===== src/rtl/led_mode_ctrl.sv =====
// LED mode controller: switch mirror, cursor toggler, up/down counter and timed chaser,
// selected by a wrapping mode register and driven by pre-conditioned single-cycle button pulses.
module led_mode_ctrl #(
    parameter int NumLeds    = 4,
    parameter int NumModes   = 4,
    parameter int TickCycles = 12500000,
    localparam int ModeW     = (NumModes > 1) ? $clog2(NumModes) : 1
) (
    input  logic               clk_i,
    input  logic               rst_n,
    input  logic               mode_i,
    input  logic               next_i,
    input  logic               prev_i,
    input  logic               toggle_i,
    input  logic [NumLeds-1:0] switch_i,
    output logic [NumLeds-1:0] led_o,
    output logic [ModeW-1:0]   mode_o
);

    localparam int CurW = $clog2(NumLeds);
    localparam int PreW = $clog2(TickCycles);

    localparam logic [ModeW-1:0] ModeMax = ModeW'(NumModes - 1);
    localparam logic [CurW-1:0]  CurMax  = CurW'(NumLeds - 1);
    localparam logic [PreW-1:0]  PreMax  = PreW'(TickCycles - 1);

    localparam logic [31:0] ModeSwitch = 32'd0;
    localparam logic [31:0] ModeToggle = 32'd1;
    localparam logic [31:0] ModeCount  = 32'd2;
    localparam logic [31:0] ModeChase  = 32'd3;

    function automatic logic [NumLeds-1:0] rot_up(input logic [NumLeds-1:0] v);
        return {v[NumLeds-2:0], v[NumLeds-1]};
    endfunction

    function automatic logic [NumLeds-1:0] rot_down(input logic [NumLeds-1:0] v);
        return {v[0], v[NumLeds-1:1]};
    endfunction

    // ---------------- mode FSM ----------------
    logic [ModeW-1:0] mode_r;
    logic [ModeW-1:0] mode_s;
    logic [31:0]      mode_ext_s;
    logic             act_tog_s;
    logic             act_cnt_s;
    logic             act_chase_s;

    // Mode state register
    always_ff @(posedge clk_i) begin
        if (!rst_n) begin
            mode_r <= {ModeW{1'b0}};
        end else begin
            mode_r <= mode_s;
        end
    end

    // Mode next-state: advance on a pulse, wrap at the last reachable mode
    always_comb begin
        mode_s = mode_r;
        if (mode_i && (NumModes > 1)) begin
            if (mode_r == ModeMax) begin
                mode_s = {ModeW{1'b0}};
            end else begin
                mode_s = mode_r + ModeW'(1'b1);
            end
        end else begin
            mode_s = mode_r;
        end
    end

    // Widened mode index so per-mode decodes work for any ModeW
    always_comb begin
        mode_ext_s  = 32'(mode_r);
        act_tog_s   = (NumModes > 1) && (mode_ext_s == ModeToggle);
        act_cnt_s   = (NumModes > 2) && (mode_ext_s == ModeCount);
        act_chase_s = (NumModes > 3) && (mode_ext_s == ModeChase);
    end

    assign mode_o = mode_r;

    // ---------------- toggle mode ----------------
    logic [CurW-1:0]    cursor_r;
    logic [CurW-1:0]    cursor_s;
    logic [NumLeds-1:0] pattern_r;
    logic [NumLeds-1:0] pattern_s;

    // Toggle next-state: the toggle uses the cursor before any same-cycle move
    always_comb begin
        cursor_s  = cursor_r;
        pattern_s = pattern_r;
        if (act_tog_s) begin
            if (toggle_i) begin
                pattern_s = pattern_r ^ (NumLeds'(1'b1) << cursor_r);
            end else begin
                pattern_s = pattern_r;
            end
            if (next_i && !prev_i) begin
                cursor_s = (cursor_r == CurMax) ? {CurW{1'b0}} : cursor_r + CurW'(1'b1);
            end else if (prev_i && !next_i) begin
                cursor_s = (cursor_r == {CurW{1'b0}}) ? CurMax : cursor_r - CurW'(1'b1);
            end else begin
                cursor_s = cursor_r;
            end
        end else begin
            cursor_s  = cursor_r;
            pattern_s = pattern_r;
        end
    end

    // ---------------- count mode ----------------
    logic [NumLeds-1:0] cnt_r;
    logic [NumLeds-1:0] cnt_s;

    // Counter next-state: clear wins over up/down; up+down cancel
    always_comb begin
        cnt_s = cnt_r;
        if (act_cnt_s) begin
            if (toggle_i) begin
                cnt_s = {NumLeds{1'b0}};
            end else if (next_i && !prev_i) begin
                cnt_s = cnt_r + NumLeds'(1'b1);
            end else if (prev_i && !next_i) begin
                cnt_s = cnt_r - NumLeds'(1'b1);
            end else begin
                cnt_s = cnt_r;
            end
        end else begin
            cnt_s = cnt_r;
        end
    end

    // ---------------- chase mode ----------------
    logic [NumLeds-1:0] pos_r;
    logic [NumLeds-1:0] pos_s;
    logic               dir_up_r;
    logic               dir_up_s;
    logic               run_r;
    logic               run_s;
    logic [PreW-1:0]    presc_r;
    logic [PreW-1:0]    presc_s;
    logic               step_s;

    // Chaser next-state: steps use the registered direction, so a same-cycle reversal applies later
    always_comb begin
        step_s   = act_chase_s && run_r && (presc_r == PreMax);
        pos_s    = pos_r;
        dir_up_s = dir_up_r;
        run_s    = run_r;
        presc_s  = presc_r;
        if (!act_chase_s) begin
            presc_s = {PreW{1'b0}};
        end else if (run_r) begin
            presc_s = step_s ? {PreW{1'b0}} : presc_r + PreW'(1'b1);
        end else begin
            presc_s = presc_r;
        end
        if (step_s) begin
            pos_s = dir_up_r ? rot_up(pos_r) : rot_down(pos_r);
        end else begin
            pos_s = pos_r;
        end
        if (act_chase_s) begin
            run_s = toggle_i ? ~run_r : run_r;
            if (next_i && !prev_i) begin
                dir_up_s = 1'b1;
            end else if (prev_i && !next_i) begin
                dir_up_s = 1'b0;
            end else begin
                dir_up_s = dir_up_r;
            end
        end else begin
            run_s    = run_r;
            dir_up_s = dir_up_r;
        end
    end

    // Per-mode state registers; they persist across mode changes
    always_ff @(posedge clk_i) begin
        if (!rst_n) begin
            cursor_r  <= {CurW{1'b0}};
            pattern_r <= {NumLeds{1'b0}};
            cnt_r     <= {NumLeds{1'b0}};
            pos_r     <= NumLeds'(1'b1);
            dir_up_r  <= 1'b1;
            run_r     <= 1'b1;
            presc_r   <= {PreW{1'b0}};
        end else begin
            cursor_r  <= cursor_s;
            pattern_r <= pattern_s;
            cnt_r     <= cnt_s;
            pos_r     <= pos_s;
            dir_up_r  <= dir_up_s;
            run_r     <= run_s;
            presc_r   <= presc_s;
        end
    end

    // LED output mux; switch mirror stays combinational, unreachable modes go dark
    always_comb begin
        led_o = {NumLeds{1'b0}};
        case (mode_ext_s)
            ModeSwitch: led_o = switch_i;
            ModeToggle: led_o = (NumModes > 1) ? pattern_r : {NumLeds{1'b0}};
            ModeCount:  led_o = (NumModes > 2) ? cnt_r : {NumLeds{1'b0}};
            ModeChase:  led_o = (NumModes > 3) ? pos_r : {NumLeds{1'b0}};
            default:    led_o = {NumLeds{1'b0}};
        endcase
    end

endmodule


===== config.mk =====
export PLATFORM = sky130hd
export DESIGN_NAME = led_mode_ctrl
export DESIGN_NICKNAME = d
export VERILOG_FILES = /design/src/rtl/led_mode_ctrl.sv
export SDC_FILE = /design/constraint.sdc
export NUM_CORES = 1
export LEC_CHECK = 0
export BUFFER_PORTS_ARGS = -buffer_cell sky130_fd_sc_hd__buf_4
export CAP_MARGIN = 20
export CORE_MARGIN = 2
export CORE_UTILIZATION = 30
export CTS_CLUSTER_SIZE = 25
export DETAILED_ROUTE_END_ITERATION = 6
export GPL_TIMING_DRIVEN = 0
export PLACE_DENSITY = 0.46
export SYNTH_ARGS = -nofsm -noshare
export SYNTH_HDL_FRONTEND = slang
export SYNTH_SLANG_ARGS = --single-unit

===== constraint.sdc =====
create_clock -name clk_i -period 5.3 [get_ports clk_i]
set_clock_uncertainty 0.15 [all_clocks]
set_input_delay 0.53 -clock clk_i [delete_from_list [all_inputs] [get_ports clk_i]]
set_output_delay 0.53 -clock clk_i [all_outputs]
set_load 0.02 [all_outputs]

==> metrics <==
status=finished clean; synthesized area=about 2300 um^2; sequential area share after synthesis=37.2%; post-route setup TNS=0 ns; # diodes=0; hold_buf cts=0; XOR/XNOR Fraction of Synth Area=6.58%; dpl hpwl=3680 um; CORE AREA=between 7000 and 8000 um^2; ys async rst share=0%; mux contribution to synthesized area=under 10%; Synth Area in Adders=8.08%; Setup crit start kind=flop; Worst-Margin Slew=slightly below 0.8 ns; CTS HTree Levels=2; Total GRT Usage=12.8%; FP Rows=31; Syn Nets=between 200 and 300; slowest CP cell=o211ai_1; met3 usage=2.75%; Initial Utilization=a little under a third; clock buffer depth=2; fillers=796; port bufs=15; RSZ-0062 raised after global routing=no; pre-CTS setup slack=between 2 and 3 ns; clock sinks=42; Post-DP Area=2500 um^2; critical path class=flop to flop; IO Pins=16; YS warnings=0; Post-CTS Resized=0; Hold Vio Cnt, Final=0; grt met1 use=17.7%; total grt overflow=0; setup violators final=0; vias in the first global route=1,792; Final GP Congestion=between 0.7 and 0.8; Critical Path Max Stage Delay=0.51 ns; Top FF cell, synth=dfxtp_1; Worst Hold Class=primary input to flop; mean area per synthesized cell=8.54 um^2; Critical Path RT=about 5.3 ns; Leak=0.935 nW; clk_lat worst skew=0.30 ns; largest family of logic cells by synthesized area=simple AND/OR/NAND/NOR gates; DP Cell Count=379; drc violations=0; via/cell ratio=slightly below 5; antenna violations before repair=0; Synth Area in Simple Gates=24.9%; 1st-iter DRT viols=100; Die H=~91 um; CP top delay family=buffers and inverters; M2 GR Usage=20.0%; P per Cell Area=272 nW/um^2; Yosys cell types=37; CTS buffer count=5; grt peak-use layer=met2; Data arrival, critical path=~2.7 ns; peak fanout along the critical path=10; final period utilization=49.3%; root buffer cell=clkbuf_8; Layout area overhead=16.8%; final instance area=2640 um^2; die footprint=8250 um^2; antenna viol nets, final=0; largest net degree at the start of global routing=14; first-pass GRT wire length=8660 um; critical-path cell list=ha_1, clkbuf_1, and4b_1, nand4_1, o211ai_1, buf_2, nor2_1; commonest non-fill, non-tap cell in the layout=dfxtp_1; total number of vias=around 1,900; Crit. End Element=flop; Die Wd=90.8 um; Max Fclk=0.382 GHz; Yosys reg bits=42; setup slack after layout=2.69 ns; Multi-input gate area=~1300 um^2; worst vdd ir=158 uV; Clock Pin Slew Worst Setup and Hold Paths=0.09 ns; Post-CTS Setup Inserts=0; wire per inst=13.2 um; fin util=36.2%; Post-synth EDFFs=0; CP Buf/Inv Count=2; drt pass-1 iters=4; total chip power=a little over 700 uW; fin crit period=about 2.6 ns; Slew Limit Fails=0; CTS tree=yes; Final #Nets=311; Routed WL=5110 um; compound-cell area share of the yosys netlist=between 15 and 20%; layout cells sized above 1=11.5%; maxcap violations=0; Worst slew margin=47.3%; Post-Syn Instances=~270; Non-Filler Instances=387; hold_ws=about 0.30 ns; most frequent cells in the layout=dfxtp_1 (42), a21oi_1 (25), nor2_1 (24), nand2_1 (20), buf_4 (16); Register Area=841 um^2
==> worst register-to-register path, cell delays in order, from the launching register on <==
cell and delay (ns):
dfxtp_1 0.44, ha_1 0.18, clkbuf_1 0.38, and4b_1 0.30, nand4_1 0.15, o211ai_1 0.51, buf_2 0.34, nor2_1 0.08
==> final timing paths <==
check	start	endpoint	slack [ns]	cells after the start
hold / removal	rst_n	run_r	0.30	2
setup / recovery	mode_o[0]	presc_r[0]	2.69	7
setup reg to reg	mode_o[0]	presc_r[0]	2.69	7
hold reg to reg	presc_r[21]	presc_r[21]	0.35	2
==> report_power, final <==
group	internal, mW	switching (mW)
clock	0.201	0.121
sequential	0.321	0.00726
combinational	0.0301	0.0390
total	0.552	0.167
==> cells in the mapped netlist (2+ instances only) <==
library cell / count / area (um^2)
a21oi_1: 25 / 125
a22oi_1: 8 / 60.1
and3_1: 4 / 25.0
and4_1: 4 / 35.0
buf_2: 3 / 15.0
buf_6: 2 / 22.5
clkbuf_1: 6 / 22.5
dfxtp_1: 42 / 841
ha_1: 13 / 163
inv_1: 12 / 45.0
mux2i_1: 6 / 60.1
nand2_1: 20 / 75.1
nand2b_1: 2 / 12.5
nand3_1: 12 / 60.1
nand4_1: 8 / 50.1
nor2_1: 24 / 90.1
nor3_1: 6 / 30.0
o211ai_1: 2 / 15.0
o21ai_0: 12 / 60.1
o31ai_1: 8 / 60.1
or3_1: 9 / 56.3
or4_1: 7 / 52.6
xnor2_1: 6 / 52.6
xor2_1: 11 / 96.3
==> per-layer routing <==
layer	wire (um)	part of all wire [%]
met1	2670	52
met2	2250	44
met3	109	2.1
met4	72	1.4
met5	0	0
==> kinds of logic (layout without fill, tap and decap cells) <==
kind of cell               Yosys count  after routing
and+or+nand+nor                    103            103
AOI/OAI and AO/OA                   58             58
DFF                                 42             42
buffers and inverters               25             48
xor gates and xnor gates            17             17
adders and majority gates           14             14
muxes                                6              6
==> state kept, by name (all words and copies together) (netlist names) <==
name / count
run_r: 1
presc_r: 24
cursor_r: 2
mode_o: 2
cnt_r: 4
pattern_r: 4
dir_up_r: 1
pos_r: 4
==> final cells by class <==
cell class	instances	share of cell area, %
inverter	12	1.71
sequential	42	31.8
tap	99	4.69
clock buffer	6	3.13
clock inverter	2	2.27
timing repair buffer	15	4.26
multi-input combinational	198	49.4
buffer	13	2.70
Power figures use the tool's default switching activity.
